`src/rtl/decoder_stream.sv`:
```
// decoder_stream: registered, streaming binary-to-line decoder.
//   A WIDTH-bit code is accepted over a valid/ready handshake. It is decoded
//   according to mode (0=one-hot, 1=thermometer, 2=sticky OR accumulate,
//   3=toggle) into a 2**WIDTH-bit line vector, which is held in a
//   single-stage output register.
// Ports:
//   clk, rst             rising-edge clock, synchronous active-high reset
//   in_valid/in_ready    input handshake carrying code and mode
//   code, mode           binary code and decode mode, sampled on accept
//   clr                  clears the accumulator (applied before any update)
//   out_valid/out_ready  output handshake for line
//   line                 decoded result
//   acc                  accumulator register used by ACCUM/TOGGLE
//   count                accepted transfers, saturating at 2**CNT_W-1
module decoder_stream #(
  parameter int WIDTH = 4,
  parameter int CNT_W = 8
) (
  input  logic                  clk,
  input  logic                  rst,
  input  logic                  in_valid,
  output logic                  in_ready,
  input  logic [WIDTH-1:0]      code,
  input  logic [1:0]            mode,
  input  logic                  clr,
  output logic                  out_valid,
  input  logic                  out_ready,
  output logic [2**WIDTH-1:0]   line,
  output logic [2**WIDTH-1:0]   acc,
  output logic [CNT_W-1:0]      count
);
  localparam int LINES = 2**WIDTH;

  localparam logic [1:0] M_ONEHOT = 2'd0;
  localparam logic [1:0] M_THERMO = 2'd1;
  localparam logic [1:0] M_ACCUM  = 2'd2;
  localparam logic [1:0] M_TOGGLE = 2'd3;

  logic             accept;
  logic             xfer;
  logic [LINES-1:0] oh;
  logic [LINES-1:0] thermo;
  logic [LINES-1:0] acc_base;
  logic [LINES-1:0] acc_n;
  logic [LINES-1:0] line_n;

  // A single register stage: a new code can enter whenever the held one is
  // empty or is leaving this cycle, so an always-ready consumer sees no bubble.
  assign in_ready = !out_valid || out_ready;
  assign accept   = in_valid && in_ready;
  assign xfer     = out_valid && out_ready;

  always_comb begin
    oh       = '0;
    oh[code] = 1'b1;
  end

  // Thermometer: bit i is set for every i <= code.
  for (genvar i = 0; i < LINES; i++) begin : g_thermo
    localparam logic [WIDTH:0] IDX = (WIDTH+1)'(i);
    assign thermo[i] = (IDX <= {1'b0, code});
  end

  // Clear takes effect before this cycle's accumulate/toggle update.
  assign acc_base = clr ? '0 : acc;

  always_comb begin
    acc_n  = acc_base;
    line_n = oh;
    case (mode)
      M_ONEHOT: line_n = oh;
      M_THERMO: line_n = thermo;
      M_ACCUM: begin
        acc_n  = acc_base | oh;
        line_n = acc_n;
      end
      M_TOGGLE: begin
        acc_n  = acc_base ^ oh;
        line_n = acc_n;
      end
      default: line_n = oh;
    endcase
  end

  always_ff @(posedge clk) begin
    if (rst) begin
      out_valid <= 1'b0;
      line      <= '0;
      acc       <= '0;
      count     <= '0;
    end else begin
      if (accept) begin
        line      <= line_n;
        out_valid <= 1'b1;
      end else if (xfer) begin
        out_valid <= 1'b0;
      end
      // acc_n is acc_base for ONEHOT/THERMO, so clr is honoured on any cycle.
      if (accept) acc <= acc_n;
      else if (clr) acc <= '0;
      if (accept && (count != {CNT_W{1'b1}})) count <= count + 1'b1;
    end
  end

endmodule

```
`config.mk`:
```
export PLATFORM = sky130hd
export DESIGN_NAME = decoder_stream
export DESIGN_NICKNAME = d
export VERILOG_FILES = /design/src/rtl/decoder_stream.sv
export SDC_FILE = /design/constraint.sdc
export NUM_CORES = 1
export LEC_CHECK = 0
export CELL_PAD_IN_SITES_DETAIL_PLACEMENT = 0
export CELL_PAD_IN_SITES_GLOBAL_PLACEMENT = 2
export CORE_MARGIN = 1
export CORE_UTILIZATION = 29
export DETAILED_ROUTE_END_ITERATION = 12
export GPL_TIMING_DRIVEN = 1
export PLACE_DENSITY_LB_ADDON = 0.1
export SETUP_SLACK_MARGIN = 0.5
export SLEW_MARGIN = 20
export SYNTH_ARGS = -nofsm -noshare
export SYNTH_HDL_FRONTEND = slang
export SYNTH_SLANG_ARGS = --single-unit
```
`constraint.sdc`:
```
create_clock -name clk -period 2.02 [get_ports clk]
set_input_delay 0.404 -clock clk [delete_from_list [all_inputs] [get_ports clk]]
set_output_delay 0.404 -clock clk [all_outputs]
set_load 0.01 [all_outputs]
```
==> results.ini <==
[synthesis]
syn_nets=346
async_reset_ff_share_pct=0
yosys_most_used_dff=dfxtp_1
synth_largest_area_cell=dfxtp_1
yosysUniqueCellTypes=45
synth_warnings=0
ys_seq_area_share_pct=33.5
ys_ff_latch=41
synth_commonest_cells=nand2_1 (48), dfxtp_1 (41), a21oi_1 (28)
synth_top_cell_area_share_pct=33.5
synth.most_common_cell=nand2_1
synthCells=318
synth_enable_flop_cells=0
syn-cell-area_um2=2450
synth_area_leaders=dfxtp_1 (33%), ha_1 (8.7%), nand2_1 (7.3%)
avgSynthCellArea_um2=7.72

[detailed_routing]
ant_nets=0
wl_per_cell_um=17.3
drc=0
drt_first_pass_iters=4
wl_um=9450
drtIter0Drc=115
vias_per_cell=5.16
vias=2822

[run_status]
status=finished, final reports clean

[placement]
place.gp.congestion=0.879
dp_cells=508
portBuffers=52
hpwlAfterDp_um=5910

[cts]
cts_buffers=5
cts_sinks=41
cts_tree=built
htreeDepth=2
postCtsHoldBufs=0
cts_buffer_depth=2
clkLatencyLatePin_ns=0.30
ctsRootBufferMaster=clkbuf_8
clk_pin_slew_worst_paths_ns=0.09

[setup_path]
path_class=input port to flop
worst_r2r_endpoint=acc[11]
path_cells=buf_8 -> buf_6 -> nor4_4 -> inv_2 -> ha_4 -> inv_2 -> mux2i_4 -> buf_4 -> nand2_2 -> a21oi_2
r2r-start=acc[11]
cp-start-kind=input port
crit_slowest_cell=nor4_4
crit_arrival_ns=1.84
cp_slowest_stage_delay_ns=0.30
crit_top_cell=inv_2
crit_path_end_kind=flop
r2r_cells=7
ff2ff_setup_slack_ns=0.59
crit_start=code[2]
path_max_fanout=6
required_ns=2.26
endpoint=acc[0]

[sta]
rsz0062_at_grt=true
final_max_slew_viol_count=0
worstMarginPinSlew_ns=0.335
period_share_pct=79.2
period_minus_slack_ns=1.60
slew_headroom_pct=77.6
hold_viol_final=0
clock_skew_ns=0.00355
tns_ns=0
max_freq_mhz=625
finalSetupViolCount=0

[floorplanning]
die_area_um2=8830
die_h_um=94.0
fp.dieW_um=94.0
start_util_pct=29.9
placement_rows=33
io_pins=53
coreArea_um2=8220

[cells_and_area]
regArea_um2=837
nFillCells=767
final-instance-count-excl-fill=547
multi_input_area_um2=1950
final_nets=469
area_growth_pct=82.4
utilization_pct=54.5
layout-drive-gt1-share_pct=45.9
diodes=0

[flow_run]
maxCapViolCount=0

[power_and_ir_drop]
vdd_ir_drop_max_v=0.000280
p_per_area_nw_per_um2=508
p_leak_nw=1.92

[global_routing]
antenna_found_initial=0
grt_overflow=0
grt_pass1_vias=2731
grt_pass1_wl_um=14700
grt_max_degree=24
globalRouteTotalUtil_pct=22.0

[worst_hold_path]
hp-class=flop to flop

[power by group]
group          internal, mW  leakage (nW)  total [mW]  switching [mW]
logic                 0.305          1.51       0.608           0.303
clock network         0.491        0.0681       0.803           0.312
registers             0.838         0.339       0.859          0.0213
total                  1.63          1.92        2.27           0.636
[state kept, by name (all words and copies together), names as in the netlist]
signal	count
line	16
count	8
out_valid	1
acc	16
[final cells by class]
type / instances / share of cell area (%)
Clock buffer: 5 / 1.54
Clock inverter: 3 / 1.45
Inverter: 18 / 1.68
Multi-Input combinational cell: 235 / 43.7
Sequential cell: 41 / 18.7
Tap cell: 105 / 2.94
Timing Repair Buffer: 139 / 29.9
Timing Repair inverter: 1 / 0.168
[how the worst min path moves through the flow]
| stage | cells after the start | start | endpoint | slack [ns] |
|---|---|---|---|---|
| after detailed placement | 2 | line[7] | line[7] | 0.46 |
| after global routing | 2 | line[7] | line[7] | 0.48 |
| after global placement | 2 | line[7] | line[7] | 0.45 |
| after floorplan | 2 | line[9] | line[9] | 0.48 |
| final | 2 | line[5] | line[5] | 0.47 |
| after CTS | 2 | line[7] | line[7] | 0.46 |
[metal layers]
metal  routed length [um]  GRT usage (%)
met5                    0              0
met4                  220           6.67
met3                  465           3.56
met2                 4330           34.9
met1                 4430           30.4
[what timing repair did]
action,CTS,global route
gates cloned,6,0
setup endpoints to repair,79,35
gates resized for setup,156,60
pin swaps,38,49
buffers inserted,15,10
[worst max-delay path, delay by kind of cell]
kind / cells / cell delay, ns
AOI/OAI and AO/OA: 1 / 0.13
muxes: 1 / 0.17
adders and majority gates: 1 / 0.27
buffers and inverters: 5 / 0.51
and+or+nand+nor: 2 / 0.34
[placed cells by master (no fill, tap or decap), drive strengths merged, types with 6 or more instances in the layout]
cell type    Yosys  layout
nor3            14      14
dfxtp           41      41
mux2i           11      11
clkbuf           5       6
o21ai           10      10
a21oi           28      28
a211oi          10      10
nand3           22      22
dlygate4sd2      0      43
nor2            25      25
o211ai           6       6
nand2           49      49
buf             19      91
inv             18      17
ha              17      17
[cell families after synthesis]
kind of cell	share of synthesized area, %
and+or+nand+nor	25.2
AOI/OAI and AO/OA	19.7
buffers and inverters	7.65
DFF	33.5
adders and majority gates	8.67
muxes	4.95
xor gates and xnor gates	0.357
[per-stage QoR]
step / setup slack (ns) / hold slack, ns / total power [mW] / cell area, um2
2_1_floorplan: 0.395 / 0.476 / 1.11 / 2570
3_3_place_gp: -0.464 / 0.447 / 1.33 / 3520
3_5_place_dp: -0.479 / 0.458 / 1.33 / 3520
4_1_cts: 0.370 / 0.465 / 2.22 / 4150
5_1_grt: 0.348 / 0.484 / 2.37 / 4470
6_report: 0.419 / 0.467 / 2.27 / 4470
(Power assumes the default switching activity.)
